<file path="config.mk">
export PLATFORM = sky130hd
export DESIGN_NAME = ncl_dr_tx_stage
export DESIGN_NICKNAME = d
export VERILOG_FILES = /design/src/rtl/ncl_pkg.sv /design/src/rtl/ncl_tx_fifo.sv /design/src/rtl/ncl_dr_tx_stage.sv
export SDC_FILE = /design/constraint.sdc
export NUM_CORES = 1
export LEC_CHECK = 0
export BUFFER_PORTS_ARGS = -buffer_cell sky130_fd_sc_hd__buf_2
export CORE_MARGIN = 2
export CORE_UTILIZATION = 45
export CTS_BUF_LIST = sky130_fd_sc_hd__clkbuf_4 sky130_fd_sc_hd__clkbuf_8
export DETAILED_ROUTE_END_ITERATION = 7
export GPL_TIMING_DRIVEN = 0
export PLACE_DENSITY = 0.71
export SETUP_SLACK_MARGIN = 0.02
export SLEW_MARGIN = 0
export SYNTH_ARGS = -nofsm -noshare
export SYNTH_HDL_FRONTEND = slang
export SYNTH_HIERARCHICAL = 1
export SYNTH_SLANG_ARGS = --single-unit
</file>
<file path="constraint.sdc">
create_clock -name clk -period 2.4 [get_ports clk]
set_clock_uncertainty 0.1 [all_clocks]
set_input_delay 0.24 -clock clk [delete_from_list [all_inputs] [get_ports clk]]
set_output_delay 0.24 -clock clk [all_outputs]
set_load 0.02 [all_outputs]
</file>
<file path="src/rtl/ncl_pkg.sv">
// Shared types and helpers for the synchronous-to-NCL transmit stage:
// FSM state encoding, the dual-rail pair type and the per-bit rail encoder.
package ncl_pkg;

   typedef enum logic [1:0] {
      NULL_WAIT = 2'd0,
      IDLE      = 2'd1,
      DATA_WAIT = 2'd2
   } ncl_state_e;

   typedef struct packed {
      logic t;
      logic f;
   } dr_pair_t;

   localparam dr_pair_t DR_NULL = 2'b00;

   // Inversion on a dual-rail bit is just a rail swap, folded in here.
   function automatic dr_pair_t dr_encode(input logic b, input logic inv);
      dr_pair_t p;
      p.t = b ^ inv;
      p.f = ~(b ^ inv);
      return p;
   endfunction

endpackage

</file>
<file path="src/rtl/ncl_tx_fifo.sv">
// Registered word FIFO feeding the NCL transmit stage; pointers carry one
// extra wrap bit so full and empty are distinguishable without a counter.
module ncl_tx_fifo
#(
   parameter int unsigned WIDTH = 8,
   parameter int unsigned DEPTH = 4
)(
   input  logic                       clk,
   input  logic                       rst_n,
   input  logic                       push_i,
   input  logic [WIDTH-1:0]           data_i,
   input  logic                       pop_i,
   output logic [WIDTH-1:0]           head_o,
   output logic                       full_o,
   output logic                       empty_o,
   output logic [$clog2(DEPTH+1)-1:0] level_o
);

   localparam int unsigned ADDR_W = $clog2(DEPTH);
   localparam int unsigned LW     = $clog2(DEPTH+1);

   logic [WIDTH-1:0] mem_q [DEPTH];
   logic [ADDR_W:0]  wrPtr_q, wrPtr_d;
   logic [ADDR_W:0]  rdPtr_q, rdPtr_d;
   logic             pushEn;
   logic             popEn;

   assign empty_o = (wrPtr_q == rdPtr_q);
   assign full_o  = (wrPtr_q[ADDR_W] != rdPtr_q[ADDR_W]) &&
                    (wrPtr_q[ADDR_W-1:0] == rdPtr_q[ADDR_W-1:0]);

   // A push into a full FIFO is dropped even if a pop frees a slot this cycle.
   assign pushEn  = push_i && !full_o;
   assign popEn   = pop_i && !empty_o;

   assign head_o  = mem_q[rdPtr_q[ADDR_W-1:0]];
   assign level_o = LW'(wrPtr_q - rdPtr_q);

   assign wrPtr_d = pushEn ? wrPtr_q + 1'b1 : wrPtr_q;
   assign rdPtr_d = popEn  ? rdPtr_q + 1'b1 : rdPtr_q;

   always_ff @(posedge clk or negedge rst_n) begin
      if (!rst_n) begin
         wrPtr_q <= '0;
         rdPtr_q <= '0;
      end else begin
         wrPtr_q <= wrPtr_d;
         rdPtr_q <= rdPtr_d;
      end
   end

   always_ff @(posedge clk) begin
      if (pushEn) begin
         mem_q[wrPtr_q[ADDR_W-1:0]] <= data_i;
      end
   end

endmodule

</file>
<file path="src/rtl/ncl_dr_tx_stage.sv">
// Synchronous-to-NCL transmit stage: buffers words and emits them as
// flop-driven dual-rail DATA/NULL wavefronts under the 4-phase ki handshake.
// Optional handshake watchdog is built when NCL_TX_TIMEOUT_EN is defined.
module ncl_dr_tx_stage
   import ncl_pkg::*;
#(
   parameter int unsigned      WIDTH       = 8,
   parameter int unsigned      DEPTH       = 4,
   parameter int unsigned      SYNC_STAGES = 2,
   parameter logic [WIDTH-1:0] INV_MASK    = '0,
   parameter int               TIMEOUT     = 256
)(
   input  logic                       clk,
   input  logic                       rst_n,
   input  logic                       in_valid,
   output logic                       in_ready,
   input  logic [WIDTH-1:0]           in_data,
   output logic [WIDTH-1:0]           dr_t,
   output logic [WIDTH-1:0]           dr_f,
   input  logic                       ki,
   output logic [$clog2(DEPTH+1)-1:0] level,
   output logic                       busy,
   output logic                       err_timeout
);

   ncl_state_e             state_q;
   logic [SYNC_STAGES-1:0] kiSync_q;
   logic                   kiS;
   logic [WIDTH-1:0]       drT_q, drF_q;
   logic [WIDTH-1:0]       encT, encF;
   logic [WIDTH-1:0]       fifoHead;
   logic                   fifoFull, fifoEmpty;
   logic                   fifoPop;
   dr_pair_t               pair;

   assign in_ready = rst_n && !fifoFull;
   assign fifoPop  = (state_q == DATA_WAIT) && !kiS;
   assign busy     = rst_n && (!fifoEmpty || (state_q != IDLE));
   assign dr_t     = drT_q;
   assign dr_f     = drF_q;

   ncl_tx_fifo #(
      .WIDTH (WIDTH),
      .DEPTH (DEPTH)
   ) u_fifo (
      .clk     (clk),
      .rst_n   (rst_n),
      .push_i  (in_valid),
      .data_i  (in_data),
      .pop_i   (fifoPop),
      .head_o  (fifoHead),
      .full_o  (fifoFull),
      .empty_o (fifoEmpty),
      .level_o (level)
   );

   always_ff @(posedge clk or negedge rst_n) begin
      if (!rst_n) begin
         kiSync_q <= '0;
      end else begin
         kiSync_q <= {kiSync_q[SYNC_STAGES-2:0], ki};
      end
   end

   assign kiS = kiSync_q[SYNC_STAGES-1];

   always_comb begin
      encT = '0;
      encF = '0;
      pair = DR_NULL;
      for (int i = 0; i < WIDTH; i++) begin
         pair    = dr_encode(fifoHead[i], INV_MASK[i]);
         encT[i] = pair.t;
         encF[i] = pair.f;
      end
   end

   // Rails are only rewritten on state entry, so each wavefront is monotonic.
   always_ff @(posedge clk or negedge rst_n) begin
      if (!rst_n) begin
         state_q <= NULL_WAIT;
         drT_q   <= {WIDTH{DR_NULL.t}};
         drF_q   <= {WIDTH{DR_NULL.f}};
      end else begin
         case (state_q)
            NULL_WAIT: begin
               if (kiS) begin
                  state_q <= IDLE;
               end
            end
            IDLE: begin
               if (!fifoEmpty) begin
                  state_q <= DATA_WAIT;
                  drT_q   <= encT;
                  drF_q   <= encF;
               end
            end
            DATA_WAIT: begin
               if (!kiS) begin
                  state_q <= NULL_WAIT;
                  drT_q   <= {WIDTH{DR_NULL.t}};
                  drF_q   <= {WIDTH{DR_NULL.f}};
               end
            end
            default: begin
               state_q <= NULL_WAIT;
               drT_q   <= {WIDTH{DR_NULL.t}};
               drF_q   <= {WIDTH{DR_NULL.f}};
            end
         endcase
      end
   end

`ifdef NCL_TX_TIMEOUT_EN
   localparam int unsigned CW = $clog2(TIMEOUT+1);

   logic [CW-1:0] wdCnt_q;
   logic          err_q;
   logic          stateAdvance;
   logic          waiting;

   assign waiting      = (state_q == DATA_WAIT) || (state_q == NULL_WAIT);
   assign stateAdvance = ((state_q == NULL_WAIT) &&  kiS) ||
                         ((state_q == IDLE)      && !fifoEmpty) ||
                         ((state_q == DATA_WAIT) && !kiS);

   // Watchdog only flags a stalled handshake; it never forces the FSM onward.
   always_ff @(posedge clk or negedge rst_n) begin
      if (!rst_n) begin
         wdCnt_q <= '0;
         err_q   <= 1'b0;
      end else begin
         if (stateAdvance) begin
            wdCnt_q <= '0;
         end else if (waiting && (wdCnt_q != CW'(TIMEOUT))) begin
            wdCnt_q <= wdCnt_q + 1'b1;
         end
         if (waiting && !stateAdvance && (wdCnt_q == CW'(TIMEOUT-1))) begin
            err_q <= 1'b1;
         end
      end
   end

   assign err_timeout = err_q;
`else
   // With the watchdog compiled out the flag is constant low; TIMEOUT is never negative.
   assign err_timeout = (TIMEOUT < 0);
`endif

endmodule

</file>
After elaboration in Yosys (flattened, before gate mapping)
Memories as Yosys holds them, arrays and structs flattened.
Cells that the tools add are included.
{"block": "classes", "n_eq_ne": 9, "reduce_logical": 13, "n_bitwise": 9, "div": 0, "n_mux": 11, "order_cmp": 0, "addsub": 3, "n_shift": 0, "n_mul": 0}
{"operator": "8-bit case mux with 3 select lines", "count": 2}
{"operator": "8-bit 2-to-1 mux", "count": 3}
{"operator": "1-bit NOT", "count": 9}
{"operator": "3-bit by 1-bit adder with 3-bit output, second input constant", "count": 2}
{"operator": "1-bit logical AND", "count": 6}
{"operator": "2-bit 2-to-1 mux", "count": 3}
{"operator": "2-bit inequality test, second input constant", "count": 3}
{"operator": "2-bit case mux with 3 select lines", "count": 1}
{"operator": "3-bit AND reduction", "count": 2}
{"operator": "3-bit equality test", "count": 1}
{"operator": "1-bit logical NOT", "count": 3}
{"operator": "3-bit subtractor", "count": 1}
{"operator": "2-bit by 1-bit equality test with 1-bit output, second input constant", "count": 1}
{"operator": "2-bit equality test", "count": 1}
{"operator": "2-bit equality test, second input constant", "count": 1}
{"operator": "2-bit logical NOT", "count": 1}
{"operator": "1-bit 2-to-1 mux", "count": 2}
{"operator": "2-bit by 1-bit inequality test with 1-bit output, second input constant", "count": 1}
{"operator": "1-bit logical OR", "count": 1}
{"operator": "1-bit inequality test", "count": 1}
{"block": "totals", "romBits": 0, "reg_bits": 26, "inputBits": 12, "latch_bits": 0, "n_memories": 1, "wordCells": 52, "output_inout_bits": 22, "ramBits": 32}
{"name": "u_fifo.mem_q", "depth": 4, "width": 8, "read_ports": 1, "rd_clocked_by_memory_dff": 0, "wr": 1, "line_no": "ncl_tx_fifo.sv:22", "rtl": "logic [WIDTH-1:0] mem_q [DEPTH];"}

Logic depth before layout (Yosys ltp)
Gate-level depths: netlist of run 1.
{"block": "depth", "ltp_word": 6, "depth_mapped": 9, "mapped_depth_nobuf": 7}

Hierarchy
The synthesis of run 1 kept the hierarchy.
{"module": "ncl_tx_fifo", "seq_area_each_um2": 1111.1, "instances": 1, "cells_per_inst": 87, "area_per_inst_um2": 1611.5}
{"module": "ncl_dr_tx_stage", "seq_area_each_um2": 500.5, "instances": 1, "cells_per_inst": 54, "area_per_inst_um2": 768.2}

Least setup slack after synthesis of run 1
Ideal clock, no wire load.
{"block": "synth_timing", "path_type": "flip-flop to flip-flop", "startpoint": "register u_fifo.rdPtr_q[1]", "endpoint": "register drT_q[5], in the netlist dr_t[5]", "t_required_ps": 2179, "path_buffers": 2, "setup_slack_ps": 191, "arrival_ps": 1988, "synth_period_minus_slack_ps": 2209, "stages_incl_launch_ff": 10, "setup_ps": 121, "path_cell_list": "dfrtp_1 > clkbuf_1 > inv_1 > ha_1 > nand2_1 > nor2_1 > nor2b_1 > o21bai_4 > buf_6 > a22o_1"}
{"block": "synth_via", "elab_chain_cells": 3, "word_cells_on_any_way": 6, "classes_between": "eq/ne (2); mux (2); reduce/logical (1); memory (1)"}
{"element": "start: declaration", "line_no": "ncl_tx_fifo.sv:24", "rtl": "logic [ADDR_W:0] rdPtr_q, rdPtr_d;"}
{"element": "start signal: assignment", "line_no": "ncl_tx_fifo.sv:48", "rtl": "rdPtr_q <= rdPtr_d;"}
{"element": "3-bit equality test", "line_no": "ncl_tx_fifo.sv:28", "rtl": "assign empty_o = (wrPtr_q == rdPtr_q);"}
{"element": "named net fifoEmpty", "line_no": "ncl_dr_tx_stage.sv:32", "rtl": "logic fifoFull, fifoEmpty;"}
{"element": "2-bit inequality test (no source line)"}
{"element": "3-bit AND reduction (no source line)"}
{"element": "end signal: assignment", "line_no": "ncl_dr_tx_stage.sv:82", "rtl": "drT_q <= {WIDTH{DR_NULL.t}};"}
{"element": "end signal: assignment", "line_no": "ncl_dr_tx_stage.sv:94", "rtl": "drT_q <= encT;"}
{"element": "end signal: assignment", "line_no": "ncl_dr_tx_stage.sv:101", "rtl": "drT_q <= {WIDTH{DR_NULL.t}};"}
{"element": "end: declaration", "line_no": "ncl_dr_tx_stage.sv:29", "rtl": "logic [WIDTH-1:0] drT_q, drF_q;"}
The timed path passes the listed nets, and every way through them passes these cells. The select of a mux whose other input is x is not followed.
A chain may end at the register's enable or synchronous reset.

Final worst setup path of run 1
{"block": "layout_timing", "startpoint": "register u_fifo.rdPtr_q[1]", "endpoint": "output busy"}
{"block": "layout_via", "elab_chain_cells": 4}
{"element": "3-bit equality test", "line_no": "ncl_tx_fifo.sv:28"}
{"element": "named net fifoEmpty", "line_no": "ncl_dr_tx_stage.sv:32"}
{"element": "1-bit logical NOT", "line_no": "ncl_dr_tx_stage.sv:38", "rtl": "assign busy = rst_n && (!fifoEmpty || (state_q != IDLE));"}
{"element": "1-bit logical OR", "line_no": "ncl_dr_tx_stage.sv:38"}
{"element": "1-bit logical AND", "line_no": "ncl_dr_tx_stage.sv:38"}
{"element": "end: declaration", "line_no": "ncl_dr_tx_stage.sv:22", "rtl": "output logic busy,"}
The timed path passes the listed nets, and every way through them passes these cells.

==> results of run 1 <==
power groups by stage:
stage | clock [mW] | sequential [mW] | combinational, mW
finish | 0.856 | 1.53 | 1.75
global route | 0.923 | 1.56 | 1.91
CTS | 0.880 | 1.52 | 1.71
detailed placement | 0 | 1.54 | 1.65
global placement | 0 | 1.51 | 1.58
floorplan | 0 | 1.63 | 1.11
Yosys cell counts:
cell,n
inv_1,8
and3_1,4
dfrtp_1,26
conb_1,1
o21ai_2,1
mux2_2,1
nor2b_1,3
nand2_1,7
nand3_1,1
xnor2_1,3
a21boi_1,1
o2bb2ai_1,8
xor2_2,1
buf_4,1
clkbuf_1,1
o21ai_1,1
a22o_1,8
o21ai_0,2
fa_1,1
nor2b_4,1
buf_2,3
mux4_2,8
nor2_1,3
mux2_4,2
edfxtp_1,32
mux2i_1,2
o21bai_4,1
and2_1,1
ha_1,7
a31o_2,1
buf_6,1
through the flow:
step / hold WS, ps / util / instances / setup TNS, ps / power, mW
finish: 34.11 / 0.5652 / 263 / 0 / 4.135
detailed placement: 178.6 / 0.5145 / 243 / -3528 / 3.188
global route: 20.17 / 0.5652 / 263 / 0 / 4.388
CTS: 11.50 / 0.5598 / 262 / 0 / 4.117
floorplan: -155.6 / - / 141 / 0 / 2.737
global placement: 160.8 / 0.5145 / 243 / -1408 / 3.095
area by class of cell:
cell class	count	area, µm²	share of cell area
Inverter	8	30.03	0.01040
Sequential cell	58	1612	0.5583
Multi-Input combinational cell	69	725.7	0.2514
Clock inverter	4	42.54	0.01474
Timing Repair Buffer	36	195.2	0.06762
Tap cell	70	87.58	0.03034
Clock buffer	12	146.4	0.05072
Buffer	6	47.55	0.01647
what timing repair did:
| item | in CTS | in global routing |
|---|---|---|
| hold buffers | 2 | 0 |
| cloned | 0 | 0 |
| gates resized for setup | 5 | 4 |
| hold endpoints to repair | 27 | 0 |
| endpoints found under the setup margin | 53 | 1 |
| pin swaps | 1 | 1 |
| setup buffers | 1 | 1 |
worst paths after layout:
check | start | endpoint | slack (ps) | cells past startpoint
worst max-delay path | u_fifo/rdPtr_q[1]$_DFFE_PN0P_ | busy | 170 | 8
worst min-delay path | in_data[3] | u_fifo/mem_q[2][3]$_DFFE_PP_ | 30 | 1
worst max register to register | u_fifo/rdPtr_q[1]$_DFFE_PN0P_ | dr_t[6]$_DFFE_PN0P_ | 350 | 9
worst min register to register | kiSync_q[0]$_DFF_PN0_ | kiSync_q[1]$_DFF_PN0_ | 260 | 0
max in group asynchronous | rst_n | dr_f[3]$_DFFE_PN0P_ | 1450 | 2
min in group asynchronous | rst_n | state_q[1]$_DFFE_PN0P_ | 350 | 2
layer usage:
layer  up-vias  wire [µm]
li1        620          -
met1       672       1776
met2        42       2192
met3        10        239
met4         0         83
met5         -          0
cells by family after synthesis:
logic type	Yosys count	share of synthesized area
other cells	1	0.001576
compound gates	23	0.08360
flops	58	0.6772
mux	13	0.1015
fa+ha+maj	8	0.04521
buf+inv	14	0.02839
simple gates	20	0.04469
xor+xnor	4	0.01788
registers in the layout, summed over array words and instances (netlist names):
name and flops:
u_fifo/rdPtr_q 3, dr_t 8, u_fifo/mem_q 32, u_fifo/wrPtr_q 3, state_q 2, dr_f 8, kiSync_q 2
==> impl_metrics.yaml, run 1 <==
place:
  pre_cts_ws_ps: -203.4
  gp_congestion: 0.8267
  place_area_um2: 2628
  numPortBuffers: 32
  place.detailed.hpwl_um: 2958
critical_path:
  slowest_stage: "dfrtp_1"
  cp-start-kind: "flip-flop"
  worstPathArrival_ps: 1890
  worstPathRequired_ps: 2060
  crit_fanout: 10
  max_stage_delay_ps: 390
  end_kind: "output port"
  crit_family: "buffers and inverters"
  critPathKind: "flip-flop to output port"
  crit_chain: "clkbuf_8 -> inv_2 -> ha_4 -> nand2_2 -> nor2_4 -> nor2b_2 -> a21boi_1 -> buf_2"
  path_buf_inv: 3
timing:
  setup_ws_ps: 173.8
  min_period_ps: 2226
  grt_setup_unrepaired: "no"
  hold_violations: 0
  maxSlewViolCount: 0
  fin_crit_sh: 0.9276
  worst-slew-pin-transition_ps: 594.1
  fmax_mhz: 449.2
  finalSetupViolCount: 0
  slew_headroom: 0.6040
finish:
  synthToLayoutAreaGrowth_pct: 21.29
  diodes: 0
  fin_nets: 208
  final_common_cell: "buf_2"
  n_fill_cell: 404
  design_area_um2: 2887
  final_cell_mix: "buf_2, edfxtp_1, dfrtp_1, clkbuf_8"
  drive_gt1_frac: 0.3886
power_and_ir_drop:
  combPwrFrac: 0.424
  p_per_area_nw_per_um2: 1432
  clkPwrFrac: 0.207
  netSwitchingFraction: 0.3625
  vdd_ir_drop_max_v: 0.0005558
  leakagePower_nw: 1.233
  pwr-share-seq: 0.369
  switchingPower_mw: 1.499
  intPower_mw: 2.636
global_routing:
  track_usage: 0.1610
  antenna_found_initial: 0
  use_met3: 0.05294
  use_met2: 0.2491
  busiest_layer: "met2"
  grt_overflow: 0
  grt_pass1_vias: 1451
  grt_max_degree: 29
  use_met1: 0.1908
  grt_first_pass_wirelength_um: 6975
routing:
  drt_wl_total_um: 4291
  drt-vias-per-instance: 5.110
  wire_per_inst_um: 16.32
  num_vias: 1344
  drc: 0
  first_pass_iters: 4
  drtAntennaViolNets: 0
  initialDrtViolationCount: 59
yosys:
  synth.ff_latch_count: 58
  yosysTopAreaCellShare: 0.4038
  ys_seq_area_frac: 0.6772
  syn-num-nets: 161
  syn_inst: 141
  synth_area_leader_cell: "edfxtp_1"
  yosys_warnings: 6
  synth.area.top_cells: "edfxtp_1, dfrtp_1, mux4_2"
  synth_area_um2: 2380
  synth_area_per_cell_um2: 16.88
  synthDistinctLibCells: 31
job:
  cap_viol_max_count: 0
clock_network:
  path_clk_slew_ps: 60
  cts_buffer_depth: 2
  insertion_delay_ps: 320
  clock-sinks: 58
  cts_tree: "done"
  cts_root_buffer: "clkbuf_8"
  cts_htree_levels: 3
  cts_buffers: 9
floorplan:
  core-area_um2: 5107
  initial_core_util: 0.4659
  fp-row-count: 26
  fp.dieH_um: 76.72
  dieArea_um2: 5886
  ios: 34
  die_x_um: 76.72
min_path:
  min_path_type: "input pin to flip-flop"
outcome:
  status: "finished clean"
No activity file was read; power rests on OpenSTA's default activity.
==> run 2, diff against run 1 <==
--- a/config.mk
+++ b/config.mk
@@ -6,12 +6,15 @@
 export NUM_CORES = 1
 export LEC_CHECK = 0
 export BUFFER_PORTS_ARGS = -buffer_cell sky130_fd_sc_hd__buf_2
+export CAP_MARGIN = 5
+export CORE_ASPECT_RATIO = 1.1
 export CORE_MARGIN = 2
 export CORE_UTILIZATION = 45
 export CTS_BUF_LIST = sky130_fd_sc_hd__clkbuf_4 sky130_fd_sc_hd__clkbuf_8
 export DETAILED_ROUTE_END_ITERATION = 7
 export GPL_TIMING_DRIVEN = 0
 export PLACE_DENSITY = 0.71
+export REMOVE_ABC_BUFFERS = 1
 export SETUP_SLACK_MARGIN = 0.02
 export SLEW_MARGIN = 0
 export SYNTH_ARGS = -nofsm -noshare
==> run 2 against run 1 <==
  * Global-route usage shrank 0.66 points
  * Worst hold slack better by 2.1 ps
  * Core utilization is 0.59 points lower
==> impl_metrics.yaml, run 2 (synthesis gave the netlist of run 1 again) <==
outcome:
  status: "finished clean"
job:
  cap_viol_max_count: 0
floorplan:
  core-area_um2: 5067
  fp-row-count: 27
  dieArea_um2: 5887
  initial_core_util: 0.4696
  fp.dieH_um: 80.27
  ios: 34
  die_x_um: 73.34
finish:
  fin_util: 0.5593
  drive_gt1_frac: 0.3777
  synthToLayoutAreaGrowth_pct: 19.09
  diodes: 0
  fin_nets: 203
  design_area_um2: 2834
  final_cell_mix: "buf_2, edfxtp_1, dfrtp_1, clkbuf_8"
  largest_register_ff_count: 32
min_path:
  hold_path_depth: 1
  min_to: "u_fifo/mem_q[1][0]$_DFFE_PP_"
  min_path_type: "input pin to flip-flop"
  min_from: "in_data[0]"
timing:
  maxSlewViolCount: 0
  slew_headroom: 0.5998
  tns_ps: 0
  finalSetupViolCount: 0
  fmax_mhz: 455.7
  hold_ws_ps: 36.24
  grt_setup_unrepaired: "no"
  min_period_ps: 2194
  hold_violations: 0
  fin_crit_sh: 0.9143
  worst-slew-pin-transition_ps: 600.3
routing:
  wire_per_inst_um: 16.47
  drc: 0
  drt-vias-per-instance: 5.325
  drt_wl_total_um: 4051
  wl_met2_um: 2121
  first_pass_iters: 4
  drtAntennaViolNets: 0
  highest_layer: "met4"
  initialDrtViolationCount: 48
  drt-met1-wl_um: 1716
  num_vias: 1310
  wl_met3_um: 160
clock_network:
  cts_buffer_depth: 2
  clock-sinks: 58
  cts_buffers: 9
  cts_htree_levels: 3
  path_clk_slew_ps: 60
  cts_root_buffer: "clkbuf_8"
  insertion_delay_ps: 320
  cts_tree: "done"
critical_path:
  max_stage_delay_ps: 480
  rrSetupSlack_ps: 470
  crit_fanout: 4
  timing.rr.end: "dr_t[5]$_DFFE_PN0P_"
  worstPathArrival_ps: 1850
  path_buf_inv: 1
  crit_chain: "ha_1 -> nand2_2 -> nor2_2 -> nor2b_1 -> a21boi_1 -> buf_2"
  r2r_cells: 6
  worstPathRequired_ps: 2060
  r2r_start: "u_fifo/wrPtr_q[1]$_DFFE_PN0P_"
  slowest_stage: "dfrtp_4"
  cp-start-kind: "flip-flop"
  critPathKind: "flip-flop to output port"
  crit_family: "flip-flops"
  end_kind: "output port"
global_routing:
  grt_pass1_vias: 1358
  track_usage: 0.1544
  grt_first_pass_wirelength_um: 6527
  grt_overflow: 0
  antenna_found_initial: 0
  grt_max_degree: 29
power_and_ir_drop:
  p_per_area_nw_per_um2: 1428
  vdd_ir_drop_max_v: 0.0006034
  leakagePower_nw: 1.211
place:
  numPortBuffers: 32
  place_area_um2: 2575
  gp_congestion: 0.7548
  place.detailed.hpwl_um: 2815
run 2: changes by cell type in the layout (fill, tap and decap cells not counted), sizes merged:
cell    before  now
buf         39   35
clkinv       3    2
run 2: area by class of cell:
class,instances,area [µm²]
fillers,392,2233
inverters,8,30.03
repair buffers,37,202.7
flip-flops and latches,58,1618
clock inverters,3,38.79
well taps,58,72.57
clock buffers,13,166.4
multi-input cells,69,705.7
run 2: stage by stage:
step	worst slack (ps)	power (mW)	instances
floorplan	336.6	2.682	135
global placement	99.16	3.026	225
detailed placement	36.30	3.101	225
CTS	92.54	4.058	245
global route	70.75	4.303	246
finish	205.6	4.046	246
run 2: worst max path at each step:
| stage | from | end | slack [ps] | cells after the start |
|---|---|---|---|---|
| floorplan | u_fifo/rdPtr_q[0]$_DFFE_PN0P_ | busy | 340 | 5 |
| global placement | u_fifo/rdPtr_q[0]$_DFFE_PN0P_ | dr_t[5]$_DFFE_PN0P_ | 100 | 6 |
| detailed placement | u_fifo/rdPtr_q[0]$_DFFE_PN0P_ | dr_t[6]$_DFFE_PN0P_ | 40 | 6 |
| CTS | u_fifo/wrPtr_q[0]$_DFFE_PN0P_ | busy | 90 | 7 |
| global route | u_fifo/rdPtr_q[0]$_DFFE_PN0P_ | busy | 70 | 6 |
| finish | u_fifo/rdPtr_q[0]$_DFFE_PN0P_ | busy | 210 | 6 |
run 2: where the power goes:
group | switching (mW) | internal (mW)
clock network | 0.345 | 0.554
logic | 0.923 | 0.683
registers | 0.166 | 1.37
total | 1.43 | 2.61
run 2: per-layer routing:
metal	GRT usage	vias to the layer above
met5	0	-
met4	0.06000	0
met3	0.05897	8
met2	0.2541	30
met1	0.1822	667
li1	-	605
run 2: what timing repair did:
action,4_1_cts,5_1_grt
endpoints found under the setup margin,3,1
setup buffers,2,1
hold buffers,2,0
resized for setup,4,2
endpoints found under the hold margin,27,0
